### config.mk
export PLATFORM = sky130hd
export DESIGN_NAME = mem_port_arbiter_flat
export DESIGN_NICKNAME = d
export VERILOG_FILES = /design/src/rtl/mem_port_arbiter_if.sv /design/src/rtl/mem_port_arbiter.sv /design/src/flat_wrapper.sv
export SDC_FILE = /design/constraint.sdc
export NUM_CORES = 1
export LEC_CHECK = 0
export CAP_MARGIN = 40
export CORE_AREA = 2 2 119 121
export CTS_BUF_LIST = sky130_fd_sc_hd__clkbuf_8
export DETAILED_ROUTE_END_ITERATION = 8
export DIE_AREA = 0 0 121 123
export PLACE_DENSITY_LB_ADDON = 0.25
export SLEW_MARGIN = 40
export SYNTH_ARGS = -nofsm -noshare
export SYNTH_HDL_FRONTEND = slang
export SYNTH_SLANG_ARGS = --single-unit
### constraint.sdc
create_clock -name clock -period 6.4 [get_ports clock]
set_clock_uncertainty 0.15 [all_clocks]
set_input_delay 0.96 -clock clock [delete_from_list [all_inputs] [get_ports clock]]
set_output_delay 0.96 -clock clock [all_outputs]
set_load 0.02 [all_outputs]
### src/rtl/mem_port_arbiter_if.sv
// Bundles the fetch requester, data requester, memory port and status signals
// that meet at mem_port_arbiter.
interface mem_port_arbiter_if;
    logic        if_req;
    logic [31:0] if_addr;
    logic        if_ack;
    logic [31:0] if_rdata;

    logic        dm_req;
    logic        dm_we;
    logic [31:0] dm_addr;
    logic [31:0] dm_wdata;
    logic        dm_ack;
    logic [31:0] dm_rdata;

    logic [31:0] mem_addr;
    logic        mem_read_enable;
    logic        mem_write_enable;
    logic [31:0] mem_write_data;
    logic [31:0] mem_read_data;

    logic        busy;

    modport slave (
        input  if_req, if_addr, dm_req, dm_we, dm_addr, dm_wdata, mem_read_data,
        output if_ack, if_rdata, dm_ack, dm_rdata,
               mem_addr, mem_read_enable, mem_write_enable, mem_write_data, busy
    );

    modport master (
        output if_req, if_addr, dm_req, dm_we, dm_addr, dm_wdata, mem_read_data,
        input  if_ack, if_rdata, dm_ack, dm_rdata,
               mem_addr, mem_read_enable, mem_write_enable, mem_write_data, busy
    );
endinterface

### src/rtl/mem_port_arbiter.sv
// Shares one single-port memory between instruction fetch and data access.
// Define MEM_ARB_ROUND_ROBIN_EN to alternate grants on conflict instead of data priority.
module mem_port_arbiter #(
    parameter int unsigned WAIT_STATES = 1
) (
    input  logic               clock,
    input  logic               reset,
    mem_port_arbiter_if.slave  bus
);
    typedef enum logic {IDLE = 1'b0, ACCESS = 1'b1} state_t;
    typedef enum logic {FETCH = 1'b0, DATA = 1'b1} owner_t;

    state_t     state, state_nxt;
    owner_t     owner, win;
    logic [3:0] cnt;
    logic       if_elig, dm_elig, grant;
`ifdef MEM_ARB_ROUND_ROBIN_EN
    owner_t     last;
`endif

    // A requester is ignored during its own ack cycle so a held req is not re-granted.
    always_comb begin
        if_elig   = bus.if_req && !bus.if_ack;
        dm_elig   = bus.dm_req && !bus.dm_ack;
        grant     = 1'b0;
        win       = FETCH;
        state_nxt = state;
        case (state)
            IDLE: begin
                if (if_elig || dm_elig) begin
                    grant     = 1'b1;
                    state_nxt = ACCESS;
                    if (if_elig && dm_elig) begin
`ifdef MEM_ARB_ROUND_ROBIN_EN
                        win = (last == FETCH) ? DATA : FETCH;
`else
                        win = DATA;
`endif
                    end else begin
                        win = dm_elig ? DATA : FETCH;
                    end
                end
            end
            ACCESS: if (cnt == 4'd0) state_nxt = IDLE;
            default: state_nxt = IDLE;
        endcase
    end

    always_ff @(posedge clock or posedge reset) begin
        if (reset) state <= IDLE;
        else       state <= state_nxt;
    end

    assign bus.busy = (state == ACCESS);

    always_ff @(posedge clock or posedge reset) begin
        if (reset) begin
            cnt                  <= 4'd0;
            owner                <= FETCH;
            bus.if_ack           <= 1'b0;
            bus.dm_ack           <= 1'b0;
            bus.if_rdata         <= 32'd0;
            bus.dm_rdata         <= 32'd0;
            bus.mem_addr         <= 32'd0;
            bus.mem_read_enable  <= 1'b0;
            bus.mem_write_enable <= 1'b0;
            bus.mem_write_data   <= 32'd0;
`ifdef MEM_ARB_ROUND_ROBIN_EN
            last                 <= FETCH;
`endif
        end else begin
            bus.if_ack <= 1'b0;
            bus.dm_ack <= 1'b0;
            if (grant) begin
                owner                <= win;
                cnt                  <= 4'(WAIT_STATES);
                bus.mem_addr         <= (win == DATA) ? bus.dm_addr : bus.if_addr;
                bus.mem_read_enable  <= (win == FETCH) || !bus.dm_we;
                bus.mem_write_enable <= (win == DATA) && bus.dm_we;
                bus.mem_write_data   <= (win == DATA) ? bus.dm_wdata : 32'd0;
`ifdef MEM_ARB_ROUND_ROBIN_EN
                last                 <= win;
`endif
            end else if (state == ACCESS) begin
                if (cnt != 4'd0) begin
                    cnt <= cnt - 4'd1;
                end else begin
                    bus.mem_read_enable  <= 1'b0;
                    bus.mem_write_enable <= 1'b0;
                    if (owner == FETCH) begin
                        bus.if_rdata <= bus.mem_read_data;
                        bus.if_ack   <= 1'b1;
                    end else begin
                        if (!bus.mem_write_enable) bus.dm_rdata <= bus.mem_read_data;
                        bus.dm_ack <= 1'b1;
                    end
                end
            end
        end
    end
endmodule

### src/flat_wrapper.sv
// flat-port wrapper written by rule: the top's interface ports become plain ports
module mem_port_arbiter_flat 
#(
    parameter int unsigned WAIT_STATES = 1
)
  (clock, reset, bus_if_req, bus_if_addr, bus_dm_req, bus_dm_we, bus_dm_addr, bus_dm_wdata, bus_mem_read_data, bus_if_ack, bus_if_rdata, bus_dm_ack, bus_dm_rdata, bus_mem_addr, bus_mem_read_enable, bus_mem_write_enable, bus_mem_write_data, bus_busy);
  mem_port_arbiter_if bus_i ();
  input  logic clock;
  input  logic reset;
  input wire logic [$bits(bus_i.if_req)-1:0] bus_if_req;
  input wire logic [$bits(bus_i.if_addr)-1:0] bus_if_addr;
  input wire logic [$bits(bus_i.dm_req)-1:0] bus_dm_req;
  input wire logic [$bits(bus_i.dm_we)-1:0] bus_dm_we;
  input wire logic [$bits(bus_i.dm_addr)-1:0] bus_dm_addr;
  input wire logic [$bits(bus_i.dm_wdata)-1:0] bus_dm_wdata;
  input wire logic [$bits(bus_i.mem_read_data)-1:0] bus_mem_read_data;
  output wire logic [$bits(bus_i.if_ack)-1:0] bus_if_ack;
  output wire logic [$bits(bus_i.if_rdata)-1:0] bus_if_rdata;
  output wire logic [$bits(bus_i.dm_ack)-1:0] bus_dm_ack;
  output wire logic [$bits(bus_i.dm_rdata)-1:0] bus_dm_rdata;
  output wire logic [$bits(bus_i.mem_addr)-1:0] bus_mem_addr;
  output wire logic [$bits(bus_i.mem_read_enable)-1:0] bus_mem_read_enable;
  output wire logic [$bits(bus_i.mem_write_enable)-1:0] bus_mem_write_enable;
  output wire logic [$bits(bus_i.mem_write_data)-1:0] bus_mem_write_data;
  output wire logic [$bits(bus_i.busy)-1:0] bus_busy;
  assign bus_i.if_req = bus_if_req;
  assign bus_i.if_addr = bus_if_addr;
  assign bus_i.dm_req = bus_dm_req;
  assign bus_i.dm_we = bus_dm_we;
  assign bus_i.dm_addr = bus_dm_addr;
  assign bus_i.dm_wdata = bus_dm_wdata;
  assign bus_i.mem_read_data = bus_mem_read_data;
  assign bus_if_ack = bus_i.if_ack;
  assign bus_if_rdata = bus_i.if_rdata;
  assign bus_dm_ack = bus_i.dm_ack;
  assign bus_dm_rdata = bus_i.dm_rdata;
  assign bus_mem_addr = bus_i.mem_addr;
  assign bus_mem_read_enable = bus_i.mem_read_enable;
  assign bus_mem_write_enable = bus_i.mem_write_enable;
  assign bus_mem_write_data = bus_i.mem_write_data;
  assign bus_busy = bus_i.busy;
  mem_port_arbiter #(.WAIT_STATES(WAIT_STATES)) u_core (.clock(clock), .reset(reset), .bus(bus_i));
endmodule
==> reports/metrics.yaml, run 1 <==
detailed_routing:
  vias: 4101
  route.detailed.drc: 0
  drtAntennaViolNets: 0
  first_pass_iters: 4
  wl_per_cell_um: 17.5
  viasPerCell: 4.98
  drt-initial-drc-count: 193
  routed_wl_um: 14500
timing:
  slew_headroom_pct: 55.8
  rsz0062_at_grt: "false"
  final_hold_viol_count: 0
  whs_ps: 356
  setup_tns_ps: 0
  layout_min_cycle_time_ps: 2960
  tightest_slew_ps: 662
  final_max_slew_viol_count: 0
  fin_crit_sh_pct: 46.3
  fmax_mhz: 338
  setup_violations: 0
logic_synthesis:
  synth_seq_cells: 138
  synth_top_family_by_area: "multiplexers"
  synth_area_leader_cell: "dfrtp_1"
  synthTopCellsByArea: "dfrtp_1 (62%), mux2_4 (8.1%), mux2_2 (6.9%)"
  yosysUniqueCellTypes: 32
  synth_top_area_share_pct: 61.9
  synth_xor_area_share_pct: 0
  yosysSeqAreaShare_pct: 61.9
  avgSynthCellArea_um2: 15.3
  synth_mux_area_share_pct: 15.1
  synth_compound_area_share_pct: 13.1
  netlist_area_um2: 5580
  synth_edf_count: 0
  synth-simple-area-share_pct: 6.26
  syn_inst: 365
  postSynth.asyncResetShare_pct: 100
  synth_fa_ha_area_share_pct: 0.449
  synth_ff_type: "dfrtp_1"
  ys_warn_count: 0
  synth_fp_nets: 500
clocking:
  cts_tree: "yes"
  ctsHoldBuffers: 0
  cts.repair.resized: 0
  cts.clk_slew.worst_paths_ps: 70
  h-tree-depth: 4
  numClockSinks: 138
  clk_path_buf_depth: 2
  cts_root_buf: "clkbuf_8"
  clock_latency_ps: 440
  numCtsBuffers: 17
  post_cts_buffers: 0
layout:
  finalNonFillerCells: 824
  drive_gt1_share_pct: 22.4
  syn_to_final_growth_pct: 59.1
  design_area_um2: 8870
  n_antenna_cell: 0
  fin_nets: 766
  utilization_pct: 65.2
grt:
  antenna_found_initial: 0
  use_met3_pct: 6.46
  grt_use_total_pct: 19.2
  groute.layer.met2.usage_pct: 30.6
  grt_pass1_wl_um: 21900
  grt_start_max_net_pins: 71
  grt-ovfl-total: 0
  met1_usage_pct: 23.8
  grt_pass1_vias: 4299
  top_usage_layer: "met2"
setup_path:
  cp_data_arrival_time_ps: 1850
  r2r-start: "u_core.cnt[0]"
  path_max_fanout: 14
  reg2reg_to: "u_core.bus.dm_rdata[7]"
  reg2reg_slack_ps: 3940
  critical-path-top-delay-family: "buffers and inverters"
  cp-end-kind: "primary output"
  worst_ep_required_time_ps: 5290
  crit_type: "reg2out"
  critPathBufInv: 1
  cp-start-kind: "register"
  slowest_delay_ps: 740
  ff2ff_path_depth: 6
  path_cells: "clkdlybuf4s50_1"
  cp_num_cells: 1
  slowest_stage: "clkdlybuf4s50_1"
floorplanning:
  num_rows: 43
  initial_utilization_pct: 41.0
  die_area_um2: 14900
  die_h_um: 123
  ios: 266
  core_area_um2: 13600
  die-width_um: 121
run:
  cap_violations: 0
power_and_ir_drop:
  leakage_nw: 3.72
  p_switching_w: 0.00159
  pwr-share-seq_pct: 33.6
  power_density_nw_per_um2: 518
  max-vdd-ir-drop_mv: 0.231
  p_comb_share_pct: 48.7
  switching_share_pct: 34.5
  clkPwrFrac_pct: 17.7
  p_int_w: 0.00301
placement:
  gp_congestion: 0.706
  dp_cells: 792
  hpwl_um: 10200
  place_area_um2: 8400
  io_buffers: 265
hold_path:
  hold_start: "u_core.bus.if_rdata[2]"
  min_to: "u_core.bus.if_rdata[2]"
  whs_path_depth: 1
  min_path_type: "reg2reg"
outcome:
  status: "finished clean"
synthesized netlist by cell type (3+ instances only):
cell      instances
buf_2             7
a22o_1           32
o221a_2          32
o21ai_0           5
mux2_2           34
nand2b_1         36
mux2_4           30
clkbuf_1         13
nor2b_1           3
buf_12            3
inv_1             5
dfrtp_1         138
power groups by stage:
stage          clock network (W)  registers (W)  logic (W)
5_1_grt                 0.000880        0.00160    0.00236
2_1_floorplan                  0        0.00200   0.000751
6_report                0.000814        0.00155    0.00224
4_1_cts                 0.000838        0.00155    0.00226
3_3_place_gp                   0        0.00154    0.00221
3_5_place_dp                   0        0.00155    0.00226
cell families (layout without fill, tap and decap cells):
family,after synthesis,count (layout)
AOI/OAI and AO/OA,78,78
adders and majority gates,2,2
buffers and inverters,29,308
DFF,138,138
muxes,65,65
and+or+nand+nor,53,53
stage by stage:
step | setup WS, ps | power, W
finish | 3440 | 0.00460
global route | 3310 | 0.00483
CTS | 3420 | 0.00465
detailed placement | 2990 | 0.00381
global placement | 2980 | 0.00375
floorplan | 1590 | 0.00275
how the worst max path moves through the flow:
stage	startpoint	to	slack [ps]
after floorplan	reset	u_core.bus.busy	1590
after global placement	bus_if_req	u_core.bus.mem_addr[0]	2980
after detailed placement	bus_dm_req	u_core.bus.mem_read_enable	2990
after CTS	u_core.bus.busy	bus_busy	3420
after global routing	u_core.bus.busy	bus_busy	3310
final	u_core.bus.busy	bus_busy	3440
layer usage:
layer / vias to the layer above / wire length [um]
li1: 1885 / -
met1: 1997 / 6070
met2: 194 / 6900
met3: 25 / 1160
met4: 0 / 318
met5: - / 0
cell usage in the layout (no fill, tap or decap), drive strengths merged:
| cell | netlist | layout |
|---|---|---|
| o221a | 32 | 32 |
| or3b | 2 | 2 |
| o2bb2ai | 1 | 1 |
| and3 | 1 | 1 |
| a21oi | 2 | 2 |
| a31o | 1 | 1 |
| nor2b | 3 | 3 |
| nand4bb | 1 | 1 |
| ha | 2 | 2 |
| nand2 | 2 | 2 |
| nor3 | 1 | 1 |
| mux2i | 1 | 1 |
| clkinv | 0 | 6 |
| a22o | 32 | 32 |
| clkbuf | 13 | 18 |
| nand2b | 36 | 36 |
| a32o | 2 | 2 |
| and2 | 1 | 1 |
| clkinvlp | 0 | 3 |
| inv | 5 | 5 |
| o21ai | 6 | 6 |
| nor2 | 2 | 2 |
| mux2 | 64 | 64 |
| nor3b | 2 | 2 |
| o31ai | 2 | 2 |
| buf | 11 | 6 |
| clkdlybuf4s50 | 0 | 265 |
| or4 | 1 | 1 |
| dfrtp | 138 | 138 |
| bufinv | 0 | 5 |
| nand3 | 1 | 1 |
registers in the layout (all words and copies together), names as in the netlist:
signal	count
u_core.bus.dm_rdata	32
u_core.bus.if_rdata	32
u_core.bus.mem_addr	32
u_core.bus.mem_write_data	32
u_core.cnt	4
u_core.bus.busy	1
u_core.bus.dm_ack	1
u_core.bus.if_ack	1
u_core.bus.mem_read_enable	1
u_core.bus.mem_write_enable	1
u_core.owner	1
layout make-up:
type | instances | area, um^2
Fill cell | 1006 | 4740
Multi-Input combinational cell | 198 | 1980
Clock buffer | 18 | 248
Timing Repair Buffer | 271 | 2720
Tap cell | 180 | 225
Inverter | 5 | 23.8
Clock inverter | 14 | 221
Sequential cell | 138 | 3450
No activity file was read; power rests on OpenSTA's default activity.
==> inputs of run 2 (changes only) <==
==> constraint.sdc (replaced) <==
create_clock -name clock -period 2.95 [get_ports clock]
set_clock_uncertainty 0.15 [all_clocks]
set_input_delay 0.4425 -clock clock [delete_from_list [all_inputs] [get_ports clock]]
set_output_delay 0.4425 -clock clock [all_outputs]
set_load 0.02 [all_outputs]
==> reports/metrics.yaml, run 2 (synthesis results as in run 1) <==
timing:
  layout_min_cycle_time_ps: 2450
  setup_violations: 0
  rsz0062_at_grt: "false"
  setup_tns_ps: 0
  tightest_slew_ps: 810
  final_max_slew_viol_count: 0
  fmax_mhz: 409
  fin_crit_sh_pct: 82.9
  slew_headroom_pct: 46.0
  final_hold_viol_count: 0
grt:
  grt_use_total_pct: 19.8
  grt_pass1_vias: 4381
  grt_start_max_net_pins: 139
  grt-ovfl-total: 0
  grt_pass1_wl_um: 22500
  antenna_found_initial: 0
placement:
  io_buffers: 265
  hpwl_um: 10400
  place_area_um2: 8420
  dp_cells: 795
  gp_congestion: 0.732
clocking:
  cts.repair.resized: 0
  post_cts_buffers: 0
  cts_root_buf: "clkbuf_8"
  clk_path_buf_depth: 2
  numCtsBuffers: 17
  numClockSinks: 138
  ctsHoldBuffers: 0
  clock_latency_ps: 430
  h-tree-depth: 4
  cts.clk_slew.worst_paths_ps: 60
  cts_tree: "yes"
detailed_routing:
  drt-initial-drc-count: 180
  vias: 4158
  wl_per_cell_um: 17.5
  route.detailed.drc: 0
  viasPerCell: 5.04
  first_pass_iters: 4
  routed_wl_um: 14500
  drtAntennaViolNets: 0
setup_path:
  r2r-start: "u_core.cnt[0]"
  crit_type: "reg2reg"
  path_max_fanout: 32
  cp_data_arrival_time_ps: 2610
  cp-end-kind: "register"
  cp-start-kind: "register"
  reg2reg_slack_ps: 500
  startpoint: "u_core.cnt[0]"
  reg2reg_to: "u_core.bus.dm_rdata[0]"
  crit_end: "u_core.bus.dm_rdata[0]"
  ff2ff_path_depth: 6
  worst_ep_required_time_ps: 3110
layout:
  n_antenna_cell: 0
  drive_gt1_share_pct: 21.9
  finalNonFillerCells: 825
  final_cell_mix: "clkdlybuf4s50_1 (265), dfrtp_1 (138), nand2b_1 (36)"
  fin_nets: 769
  syn_to_final_growth_pct: 58.4
  final_common_cell: "clkdlybuf4s50_1"
  design_area_um2: 8830
hold_path:
  min_path_type: "in2async"
power_and_ir_drop:
  switching_share_pct: 34.4
  pwr-share-seq_pct: 34.1
  p_int_w: 0.00645
  leakage_nw: 3.73
  clkPwrFrac_pct: 16.5
  p_switching_w: 0.00338
  power_density_nw_per_um2: 1110
  max-vdd-ir-drop_mv: 0.430
  p_comb_share_pct: 49.4
floorplanning:
  num_rows: 43
  initial_utilization_pct: 41.0
  die_area_um2: 14900
  core_area_um2: 13600
  die_h_um: 123
  ios: 266
  die-width_um: 121
run:
  cap_violations: 0
outcome:
  status: "finished clean"
[run 2: cell types whose count changed in the layout (fill, tap and decap cells not counted), sizes merged]
cell,change
clkinvlp,-2
bufinv,-1
clkinv,-2
clkbuf,+1
inv,+2
buf,+3
[run 2: power by group through the flow]
stage / clock, W / sequential [W] / combinational [W]
2_1_floorplan: 0 / 0.00434 / 0.00163
3_3_place_gp: 0 / 0.00334 / 0.00481
3_5_place_dp: 0 / 0.00336 / 0.00491
4_1_cts: 0.00167 / 0.00335 / 0.00491
5_1_grt: 0.00177 / 0.00347 / 0.00513
6_report: 0.00163 / 0.00335 / 0.00486
[run 2: stage by stage]
step                power (W)  worst slack, ps  hold slack (ps)  utilization (%)
floorplan             0.00597              636              346                -
global placement      0.00815              616              339             61.8
detailed placement    0.00827              544              343             61.8
CTS                   0.00994              498              362             64.9
global route           0.0104              424              373             64.9
finish                0.00984              504              347             64.9
[run 2: worst min path at each step]
stage / start / end / slack (ps)
global route: u_core.bus.if_rdata[7] / u_core.bus.if_rdata[7] / 370
global placement: u_core.bus.mem_write_data[30] / u_core.bus.mem_write_data[30] / 340
floorplan: u_core.cnt[1] / u_core.cnt[1] / 350
detailed placement: u_core.bus.mem_write_data[5] / u_core.bus.mem_write_data[5] / 340
finish: reset / u_core.bus.dm_rdata[2] / 350
CTS: u_core.bus.mem_write_data[1] / u_core.bus.mem_write_data[1] / 360
[run 2: layer usage]
| layer | global-route usage [%] | wire length [um] |
|---|---|---|
| met5 | 0 | 0 |
| met4 | 9.16 | 404 |
| met3 | 7.56 | 1250 |
| met2 | 31.7 | 6830 |
| met1 | 23.7 | 6000 |
[run 2: area by class of cell]
class / count / area (um^2)
Multi-Input combinational cell: 198 / 1970
Sequential cell: 138 / 3450
Clock buffer: 19 / 262
Inverter: 5 / 22.5
Fill cell: 1035 / 4780
Tap cell: 180 / 225
Clock inverter: 11 / 155
Timing Repair Buffer: 274 / 2750
[run 2: critical path: stages (launching register included)]
cell and delay [ps]:
dfrtp_1 400, inv_1 110, ha_1 280, nand4bb_4 180, or3b_2 500, buf_4 320, mux2_4 370
==> inputs of run 3 (changes only) <==
--- a/config.mk
+++ b/config.mk
@@ -6,10 +6,10 @@
 export NUM_CORES = 1
 export LEC_CHECK = 0
 export CAP_MARGIN = 40
-export CORE_AREA = 2 2 119 121
+export CORE_AREA = 2 2 125 127
 export CTS_BUF_LIST = sky130_fd_sc_hd__clkbuf_8
 export DETAILED_ROUTE_END_ITERATION = 8
-export DIE_AREA = 0 0 121 123
+export DIE_AREA = 0 0 127 129
 export PLACE_DENSITY_LB_ADDON = 0.25
 export SLEW_MARGIN = 40
 export SYNTH_ARGS = -nofsm -noshare
==> constraint.sdc (replaced) <==
create_clock -name clock -period 2.2 [get_ports clock]
set_clock_uncertainty 0.15 [all_clocks]
set_input_delay 0.33 -clock clock [delete_from_list [all_inputs] [get_ports clock]]
set_output_delay 0.33 -clock clock [all_outputs]
set_load 0.02 [all_outputs]
==> reports/metrics.yaml, run 3 (synthesis results as in run 1) <==
detailed_routing:
  first_pass_iters: 5
  routed_wl_um: 14500
  viasPerCell: 4.93
  vias: 4129
  route.detailed.drc: 0
  wl_per_cell_um: 17.3
  drtAntennaViolNets: 0
  drt-initial-drc-count: 154
clocking:
  cts_root_buf: "clkbuf_8"
  cts.clk_slew.worst_paths_ps: 70
  ctsHoldBuffers: 0
  clock_latency_ps: 430
  numClockSinks: 138
  h-tree-depth: 4
  numCtsBuffers: 17
  cts_tree: "yes"
  clk_path_buf_depth: 2
placement:
  io_buffers: 265
  dp_cells: 806
  gp_congestion: 0.791
  hpwl_um: 10400
timing:
  slew_headroom_pct: 60.7
  layout_min_cycle_time_ps: 2140
  final_hold_viol_count: 0
  final_max_slew_viol_count: 0
  whs_ps: 250
  rsz0062_at_grt: "false"
  setup_violations: 0
  tightest_slew_ps: 589
  fin_crit_sh_pct: 97.2
  fmax_mhz: 468
layout:
  finalNonFillerCells: 838
  final_common_cell: "clkdlybuf4s50_1"
  final_cell_mix: "clkdlybuf4s50_1 (264), dfrtp_1 (138), nand2b_1 (36)"
  syn_to_final_growth_pct: 60.5
  num-fill-cells: 1179
  n_antenna_cell: 0
  fin_nets: 772
  drive_gt1_share_pct: 23.2
setup_path:
  worst_ep_required_time_ps: 2370
  startpoint: "u_core.cnt[1]"
  cp-end-kind: "register"
  reg2reg_to: "u_core.bus.dm_rdata[2]"
  ff2ff_path_depth: 6
  critPathBufInv: 2
  slowest_stage: "or3b_2"
  path_max_fanout: 32
  crit_type: "reg2reg"
  cp-start-kind: "register"
  cp_num_cells: 6
  reg2reg_slack_ps: 60
  cp_data_arrival_time_ps: 2310
  slowest_delay_ps: 510
  r2r-start: "u_core.cnt[1]"
  critical-path-top-delay-family: "simple AND/OR/NAND/NOR gates"
  path_cells: "inv_1 -> ha_4 -> nand4bb_4 -> or3b_2 -> buf_12 -> mux2_4"
  crit_end: "u_core.bus.dm_rdata[2]"
floorplanning:
  core_area_um2: 15000
  die_area_um2: 16400
  ios: 266
  die_h_um: 129
  num_rows: 45
  die-width_um: 127
  initial_utilization_pct: 37.2
grt:
  antenna_found_initial: 0
  grt_start_max_net_pins: 91
  grt_pass1_vias: 4442
  grt_use_total_pct: 18.0
  grt_pass1_wl_um: 22900
  grt-ovfl-total: 0
power_and_ir_drop:
  max-vdd-ir-drop_mv: 0.621
  leakage_nw: 3.75
  power_density_nw_per_um2: 1490
hold_path:
  min_path_type: "in2async"
run:
  cap_violations: 0
outcome:
  status: "finished clean"
[run 3: cell types whose count changed in the layout (fill, tap and decap cells not counted), moves of 2 or more]
cell | previous run | this run
inv_1 | 7 | 3
clkinvlp_4 | 1 | 5
inv_6 | 0 | 2
buf_12 | 2 | 6
[run 3: power breakdown]
part           switching, W  leakage [nW]  total, W  internal, W
registers          0.000739          1.64   0.00448      0.00374
clock network       0.00100         0.212   0.00227      0.00127
logic               0.00290          1.90   0.00663      0.00372
total               0.00464          3.75    0.0134      0.00873
[run 3: worst min path at each step]
stage,slack (ps),to
floorplan,310,u_core.bus.mem_write_data[0]
global placement,340,u_core.bus.dm_rdata[31]
detailed placement,340,u_core.bus.mem_write_data[7]
CTS,240,u_core.bus.mem_addr[30]
global route,260,u_core.bus.if_ack
finish,250,u_core.bus.if_ack
[run 3: through the flow]
stage,util [%],total power [W],setup WS [ps],setup TNS [ps],area (um^2)
after floorplan,-,0.00800,-1.12,-155,5580
after global placement,56.8,0.0110,76.3,0,8500
after detailed placement,56.8,0.0112,12.0,0,8500
after CTS,59.7,0.0135,30.7,0,8940
after global routing,59.8,0.0141,9.34,0,8950
final,59.8,0.0134,62.6,0,8950
[run 3: layer usage]
metal | part of all wire (%) | GRT usage (%) | vias to the layer above
met5 | 0 | 0 | -
met4 | 1.1 | 6.53 | 0
met3 | 8.5 | 6.94 | 12
met2 | 50 | 29.8 | 186
met1 | 41 | 21.7 | 2038
li1 | - | - | 1893
[run 3: repair_timing]
item / 4_1_cts / 5_1_grt
setup buffers: 0 / 0
setup endpoints to repair: 4 / 32
resized for setup: 2 / 2
endpoints found under the hold margin: 0 / 0
[run 3: tightest hold or removal path, cell delays in order]
cell	delay [ps]
clkdlybuf4s50_1	440
clkinvlp_4	110
buf_12	370
[run 3: layout make-up]
class	count	area (um^2)	area share (%)
Clock buffer	18	248	2.77
Clock inverter	14	195	2.18
Inverter	5	22.5	0.252
Multi-Input combinational cell	198	1980	22.1
Sequential cell	138	3450	38.6
Tap cell	188	235	2.63
Timing Repair Buffer	277	2820	31.5
